## src/rtl/histo_frame_parser_if.sv

```systemverilog
// FIFO read-port bundle between a pipefifo and the frame parser.
// master = consumer issuing the read strobe; slave = FIFO returning data one cycle later.
interface histo_frame_parser_if;
   logic [15:0] in_data;
   logic        in_empty;
   logic        in_rd_en;

   modport master (input in_data, input in_empty, output in_rd_en);
   modport slave  (output in_data, output in_empty, input in_rd_en);
endinterface

```

## src/rtl/histo_frame_parser.sv

```systemverilog
// Recovers histogram frames (FEED, NBINS byte-swapped bins, 0FED) from a FIFO and sums good ones into
// saturating bins; one read outstanding (1 word / 2 clk), NBINS-cycle commit with reads stalled, 1-cycle readout.
module histo_frame_parser #(
   parameter int NBINS  = 26,
   parameter int ACC_W  = 32,
   parameter int ADDR_W = 5
) (
   input  logic                  clk,
   input  logic                  reset,
   histo_frame_parser_if.master  fifo,
   input  logic                  clear,
   input  logic [ADDR_W-1:0]     rd_addr,
   output logic [ACC_W-1:0]      rd_data,
   output logic                  frame_done,
   output logic                  frame_err,
   output logic [15:0]           frame_cnt,
   output logic [15:0]           err_cnt,
   output logic [15:0]           disc_cnt
);
   localparam int IDX_W = (NBINS > 1) ? $clog2(NBINS) : 1;
   localparam logic [15:0] HDR = 16'hFEED;
   localparam logic [15:0] TRL = 16'h0FED;
   localparam logic [IDX_W-1:0] LAST = IDX_W'(NBINS - 1);

   typedef enum logic [1:0] {HUNT, DATA, TRAIL, COMMIT} state_t;

   state_t             state_q, state_d;
   logic [IDX_W-1:0]   idx_q, idx_d;
   logic               pending_q;
   logic [15:0]        staging_q [NBINS];
   logic [ACC_W-1:0]   acc_q [NBINS];
   logic [15:0]        frame_cnt_q, err_cnt_q, disc_cnt_q;
   logic               frame_done_q, frame_err_q;
   logic [ACC_W-1:0]   rd_data_q, rd_mux;
   logic [15:0]        word;
   logic [ACC_W:0]     sum;
   logic               word_vld, is_last, stage_we, commit_en, done_d, err_d, disc_inc;

   assign word = fifo.in_data;
   assign sum  = {1'b0, acc_q[idx_q]} + {{(ACC_W-15){1'b0}}, staging_q[idx_q]};

   always_ff @(posedge clk) begin
      if (reset) begin
         state_q <= HUNT;
         idx_q   <= '0;
      end else begin
         state_q <= state_d;
         idx_q   <= idx_d;
      end
   end

   always_comb begin
      state_d = state_q;
      idx_d   = idx_q;
      if (clear) begin
         state_d = HUNT;
         idx_d   = '0;
      end else begin
         case (state_q)
            HUNT: if (word_vld && word == HDR) begin
               state_d = DATA;
               idx_d   = '0;
            end
            DATA: if (word_vld) begin
               idx_d = is_last ? '0 : idx_q + 1'b1;
               if (is_last) state_d = TRAIL;
            end
            // A bad trailer that happens to be FEED doubles as the next header.
            TRAIL: if (word_vld) begin
               idx_d = '0;
               if (word == TRL)      state_d = COMMIT;
               else if (word == HDR) state_d = DATA;
               else                  state_d = HUNT;
            end
            COMMIT: begin
               idx_d = is_last ? '0 : idx_q + 1'b1;
               if (is_last) state_d = HUNT;
            end
            default: state_d = HUNT;
         endcase
      end
   end

   always_comb begin
      fifo.in_rd_en = ~fifo.in_empty && ~pending_q && (state_q != COMMIT) && ~clear && ~reset;
      word_vld      = pending_q && ~clear;
      is_last       = (idx_q == LAST);
      stage_we      = word_vld && (state_q == DATA);
      commit_en     = ~clear && (state_q == COMMIT);
      done_d        = commit_en && is_last;
      err_d         = word_vld && (state_q == TRAIL) && (word != TRL);
      disc_inc      = word_vld && (state_q == HUNT) && (word != HDR);
   end

   always_comb begin
      rd_mux = '0;
      for (int i = 0; i < NBINS; i++) begin
         if (rd_addr == ADDR_W'(i)) rd_mux = acc_q[i];
      end
   end

   always_ff @(posedge clk) begin
      if (reset) begin
         pending_q    <= 1'b0;
         frame_done_q <= 1'b0;
         frame_err_q  <= 1'b0;
         rd_data_q    <= '0;
         frame_cnt_q  <= '0;
         err_cnt_q    <= '0;
         disc_cnt_q   <= '0;
         for (int i = 0; i < NBINS; i++) begin
            staging_q[i] <= '0;
            acc_q[i]     <= '0;
         end
      end else begin
         pending_q    <= fifo.in_rd_en;
         frame_done_q <= done_d;
         frame_err_q  <= err_d;
         rd_data_q    <= rd_mux;
         if (stage_we) staging_q[idx_q] <= {word[7:0], word[15:8]};
         if (clear) begin
            frame_cnt_q <= '0;
            err_cnt_q   <= '0;
            disc_cnt_q  <= '0;
            for (int i = 0; i < NBINS; i++) acc_q[i] <= '0;
         end else begin
            if (commit_en) acc_q[idx_q] <= sum[ACC_W] ? {ACC_W{1'b1}} : sum[ACC_W-1:0];
            if (done_d   && frame_cnt_q != 16'hFFFF) frame_cnt_q <= frame_cnt_q + 1'b1;
            if (err_d    && err_cnt_q   != 16'hFFFF) err_cnt_q   <= err_cnt_q + 1'b1;
            if (disc_inc && disc_cnt_q  != 16'hFFFF) disc_cnt_q  <= disc_cnt_q + 1'b1;
         end
      end
   end

   assign rd_data    = rd_data_q;
   assign frame_done = frame_done_q;
   assign frame_err  = frame_err_q;
   assign frame_cnt  = frame_cnt_q;
   assign err_cnt    = err_cnt_q;
   assign disc_cnt   = disc_cnt_q;
endmodule

```

## src/flat_wrapper.sv

```systemverilog
// flat-port wrapper written by rule: the top's interface ports become plain ports
module histo_frame_parser_flat 
#(
   parameter int NBINS  = 26,
   parameter int ACC_W  = 32,
   parameter int ADDR_W = 5
)
  (clk, reset, clear, rd_addr, rd_data, frame_done, frame_err, frame_cnt, err_cnt, disc_cnt, fifo_in_data, fifo_in_empty, fifo_in_rd_en);
  histo_frame_parser_if fifo_i ();
  input  logic clk;
  input  logic reset;
  input  logic clear;
  input  logic [ADDR_W-1:0] rd_addr;
  output logic [ACC_W-1:0] rd_data;
  output logic frame_done;
  output logic frame_err;
  output logic [15:0] frame_cnt;
  output logic [15:0] err_cnt;
  output logic [15:0] disc_cnt;
  input wire logic [$bits(fifo_i.in_data)-1:0] fifo_in_data;
  input wire logic [$bits(fifo_i.in_empty)-1:0] fifo_in_empty;
  output wire logic [$bits(fifo_i.in_rd_en)-1:0] fifo_in_rd_en;
  assign fifo_i.in_data = fifo_in_data;
  assign fifo_i.in_empty = fifo_in_empty;
  assign fifo_in_rd_en = fifo_i.in_rd_en;
  histo_frame_parser #(.NBINS(NBINS), .ACC_W(ACC_W), .ADDR_W(ADDR_W)) u_core (.clk(clk), .reset(reset), .fifo(fifo_i), .clear(clear), .rd_addr(rd_addr), .rd_data(rd_data), .frame_done(frame_done), .frame_err(frame_err), .frame_cnt(frame_cnt), .err_cnt(err_cnt), .disc_cnt(disc_cnt));
endmodule
```

## config.mk

```make
export PLATFORM = sky130hd
export DESIGN_NAME = histo_frame_parser_flat
export DESIGN_NICKNAME = d
export VERILOG_FILES = /design/src/rtl/histo_frame_parser_if.sv /design/src/rtl/histo_frame_parser.sv /design/src/flat_wrapper.sv
export SDC_FILE = /design/constraint.sdc
export NUM_CORES = 2
export LEC_CHECK = 0
export CAP_MARGIN = 20
export CORE_MARGIN = 4
export CORE_UTILIZATION = 25
export CTS_CLUSTER_DIAMETER = 60
export DETAILED_ROUTE_END_ITERATION = 8
export DONT_BUFFER_PORTS = 1
export GPL_ROUTABILITY_DRIVEN = 0
export GPL_TIMING_DRIVEN = 0
export MAX_ROUTING_LAYER = met4
export PLACE_DENSITY = 0.51
export SYNTH_ARGS = -nofsm -noshare
export SYNTH_HDL_FRONTEND = slang
export SYNTH_SLANG_ARGS = --single-unit
```

## constraint.sdc

```tcl
create_clock -name clk -period 5.7 [get_ports clk]
set_clock_uncertainty 0.15 [all_clocks]
set_input_delay 0.855 -clock clk [delete_from_list [all_inputs] [get_ports clk]]
set_output_delay 0.855 -clock clk [all_outputs]
set_load 0.005 [all_outputs]
```

After elaboration in Yosys (flattened, before gate mapping)
Memories as Yosys holds them, arrays and structs flattened. A register that Yosys moved wholly into a read port is not among the register bits.
Cells that the tools add are included.

cells by class
  $add $sub $neg = 5
  equality and inequality tests = 42
  mux-type cells = 88
  bitwise operators = 30
  reductions and logical operators = 23

operators by type and width
  operator                 number
  $mux W32                 54
  $ne A16 B16 Y1 const B   4
  $eq A5 B5 Y1 const B     11
  $mux W5                  10
  $add A16 B1 Y16 const B  3
  $eq A5 B4 Y1 const B     8
  $add A32 B16 Y33         1
  $reduce_or A32 Y1        1
  $or A1 B1 Y1             26
  $eq A5 B3 Y1 const B     4
  $pmux W5 S4              1
  $eq A16 B12 Y1 const B   1
  $eq A16 B16 Y1 const B   1
  $logic_and A1 B1 Y1      16
  $mux W16                 1
  $ne A16 B12 Y1 const B   1
  $reduce_or A16 Y1        1
  $mux W1                  15
  $mux W2                  6
  $eq A5 B2 Y1 const B     2
  $ne A2 B1 Y1 const B     5
  $pmux W2 S4              1
  $add A5 B1 Y5 const B    1
  $eq A5 B1 Y1 const B     1
  other kinds (9)          13

word-level totals
  bits in registers = 90
  bits in writable memories = 1248
  memories = 2

memory list
  memory            words  width  read ports  clocked after memory_dff  wr ports  RTL line                  RTL
  u_core.acc_q      26     32     27          1                         26        histo_frame_parser.sv:31  logic [ACC_W-1:0] acc_q [NBINS];
  u_core.staging_q  26     16     1           1                         26        histo_frame_parser.sv:30  logic [15:0] staging_q [NBINS];

Logic depth before layout (Yosys ltp)
  word-level depth = 27
  gate-level depth with buffers = 27

Least setup slack after synthesis
Ideal clock, no wire load.

  path kind = register -> register
  from = register with a tool-made name
  to = memory u_core.acc_q[26][22] (data pin)
  library setup time = 265 ps
  data arrival time = 5452 ps
  required time = 5285 ps
  setup slack = -166 ps
  cell stages (with the launch flop) = 23
  path buffers = 9
  period minus slack after synthesis = 5866 ps
  cell sequence = dfxtp_1 -> buf_6 -> buf_12 -> buf_12 -> buf_12 -> buf_12 -> buf_4 -> clkbuf_1 -> buf_2 -> mux4_2 -> mux4_2 -> nand2_1 -> nand2_1 -> ha_1 -> o21ai_0 -> a21oi_1 -> o21ai_0 -> a31oi_1 -> o21ai_0 -> or4_1 -> a22oi_2 -> buf_4 -> inv_1

RTL lines
  element    RTL line
  to (decl)  histo_frame_parser.sv:31

Worst setup path after layout
  from = input port rd_addr[1]
  to = register u_core.rd_data_q[13] (netlist: u_core.rd_data[13])

on the way
  word-level cells in the longest chain between the ends = 27
  elaborated cells on any way between the ends = 52
  classes of those cells = eq/ne (25); mux (26); reduce/logical (1)

ends and longest elaborated chain
  element                  RTL line                   RTL
  from (decl)              flat_wrapper.sv:13         input logic [ADDR_W-1:0] rd_addr;
  $logic_not A5 Y1         histo_frame_parser.sv:98   if (rd_addr == ADDR_W'(i)) rd_mux = acc_q[i];
  $mux W32 (25 in series)  histo_frame_parser.sv:98
  $mux W32 *               histo_frame_parser.sv:98
  to (signal assigned)     histo_frame_parser.sv:119  rd_data_q <= rd_mux;
  to (decl)                histo_frame_parser.sv:34   logic [ACC_W-1:0] rd_data_q, rd_mux;

Every way passes the cells marked *; elsewhere a longest branch is shown, timed or not.
A chain may end at the register's enable or synchronous reset.

==> metrics <==
outcome=finished with violations; failing checks=setup timing; crit path DAT=around 6500 ps; setup_tns=-1337 ps; core footprint=308,800 sq um; maximum root-to-sink buffer count=4; Clock Power Share=41.9%; first-pass GRT wire length=between 400 and 500 mm; DP Worst Slack=-4049 ps; Critical Path Fanout Max=12; Post-synth EDFFs=1,536; Mapped Cells=5,545; Mapped Area=between 70,000 and 80,000 sq um; P per Cell Area=293.6 nW/um^2; fin nets=5,980; Finished Layout Cells=10,205; register area share after synthesis=between 60% and 70%; drt total wl=327.7 mm; Sw Pwr=6.701 mW; peak supply drop=0.2122 mV; I/O pin total=about 110; Tot GR Track Use=20.41%; CTS tree=yes; die area=319,400 sq um; Final Hold Vio Count=0; critical setup path kind=input port to flop; 1st-iter DRT viols=9,318; FFs w/ async S/R, synth=0%; H-tree Lvls=4; Max-slew headroom=9.247%; DP Wirelength=239.2 mm; FF+latch count, synth=1,631; CTS clock-pin slew for the worst setup and hold paths=60 ps; clk root buf=clkbuf_16; combinational share of power=around 7.4%; unrepaired setup endpoints after global routing=false; DR WL/cell=32.11 microns; Syn-to-layout area delta=19.37%; commonest non-fill, non-tap cells in the layout=edfxtp_1, nor2_1, mux4_2; Int Power=20.49 mW; WHS=65.07 ps; Vias=55,130; Routed Antenna Nets=0; fin area=92,630 sq um; Worst EP required=6240 ps; fmax=approximately 170 MHz; antenna violations before repair=22; DRC viols=0; Critical Path Source Type=input port; placed cell area=between 80,000 and 90,000 sq um; Die Span X=565.1 microns; share of layout cells above drive strength 1=22.28%; Mean Syn Cell Area=13.99 sq um; clock latency on the worst-skew pair=between 800 and 900 ps; final max-slew violation count=0; type of the worst min-delay path=input port to flop; largest net degree at the start of global routing=33; DRT Pass-1 Iters=9; GR Overflow Total=0; Finished Core Util=29.99%; initial core utilization=25.13%; Die H=about 570 microns; max-cap check violation count=0; Leakage Power=31.14 nW; sw frac=24.64%; clock sinks=about 1,600; Tightest Pin Transition=1356 ps; FILL cells=31,122; CTS buffer count=about 180; Site Rows=204; Most used DFF post-synth=edfxtp_1; Syn. warnings=0; number of vias per cell=5.402; leading cell type in the layout, fill and taps excluded=edfxtp_1; Final setup viols=11; total power=27.19 mW; Reg power frac=50.8%; critical path endpoint category=flop; placed insts=9,770; vias in the first global route=53,971; Port Buf Inserts=0; syn nets=about 5,600; Yosys cell types=94; PnR worst setup slack=-221.8 ps; period utilisation layout=103.9%; crit path time final=5922 ps
-- per-layer routing --
metal	global-route usage, %	wire, microns	part of all wire [%]
met2	30.62	147100	45
met5	-	0	0
met1	25.33	120200	37
met3	5.143	38600	12
met4	10.96	21800	6.7
-- worst max-delay path, cell delays in order --
cell,delay [ps]
clkbuf_1,340
clkbuf_2,530
clkbuf_1,750
buf_1,520
buf_8,250
clkbuf_2,740
clkbuf_1,620
buf_1,870
o22ai_1,390
a211oi_1,520
-- flip-flops by register name, indices dropped and copies added, names as in the netlist, named ones only --
name	flops
u_core.err_cnt	16
u_core.frame_err	1
u_core.acc_q	1024
u_core.staging_q	512
u_core.disc_cnt	16
u_core.frame_cnt	16
u_core.idx_q	5
u_core.state_q	2
u_core.rd_data	32
u_core.pending_q	1
u_core.frame_done	1
-- logic make-up (layout without fill, tap and decap cells) --
logic type,count (synthesis),after routing,synth area share (%)
and+or+nand+nor,1950,1950,11.77
adders and majority gates,24,24,0.3967
other,0,21,0
muxes,578,578,15.01
AOI/OAI and AO/OA,771,771,6.988
buffers and inverters,536,1055,3.299
DFF,1631,1631,61.89
xor gates and xnor gates,55,55,0.6401
-- synthesized netlist by cell type, drive strengths merged, types with 14 or more instances --
library cell	n	area share [%]
a21oi	200	1.5
a221oi	36	0.41
a222oi	14	0.18
a22o	14	0.16
a22oi	133	1.4
a31oi	18	0.15
and2	418	3.4
and3	40	0.35
buf	164	1.5
clkbuf	315	1.5
dfxtp	95	2.5
edfxtp	1536	59
ha	23	0.37
inv	57	0.28
mux2	29	0.42
mux2i	85	1.1
mux4	464	13
nand2	296	1.5
nand3	55	0.35
nand4	38	0.34
nor2	957	4.7
nor2b	19	0.15
nor3	58	0.37
o21ai	131	0.84
o221ai	15	0.17
o22a	15	0.18
o22ai	83	0.67
xnor2	21	0.24
xor2	34	0.40
-- power groups by stage --
stage / Sequential [mW] / Combinational [mW] / Clock (mW)
2_1_floorplan: 13.9 / 0.927 / 0
3_3_place_gp: 14.1 / 1.68 / 0
3_5_place_dp: 14.1 / 1.81 / 0
4_1_cts: 13.8 / 1.94 / 11.5
5_1_grt: 13.8 / 2.03 / 12.0
6_report: 13.8 / 2.01 / 11.4
-- area by class of cell --
type	count	area (sq um)	share of cell area (%)
well taps	4120	5155	5.565
multi-input cells	3378	27650	29.85
diodes	21	52.55	0.05673
plain buffers	466	3242	3.500
clock buffers	224	4773	5.153
flip-flops and latches	1631	48040	51.86
clock inverters	94	733.2	0.7915
repair buffers	214	2759	2.978
inverters	57	229.0	0.2472
-- repair_timing --
item,in CTS,in global routing
endpoints found under the setup margin,1028,958
cloned,2,2
setup buffers,64,18
hold endpoints to repair,97,0
resized for setup,305,50
hold buffers,17,0
pin swaps,37,12
-- path summary, 6_finish.rpt --
path               startpoint                       end  slack [ps]  cells after the start
max                rd_addr[1]        u_core.rd_data[13]        -220                     10
min           fifo_in_data[6]  u_core.staging_q[24][14]          70                      1
max reg2reg              flop      u_core.acc_q[29][22]          80                     19
min reg2reg  u_core.pending_q          u_core.pending_q         330                      1
Power figures use the tool's default switching activity.
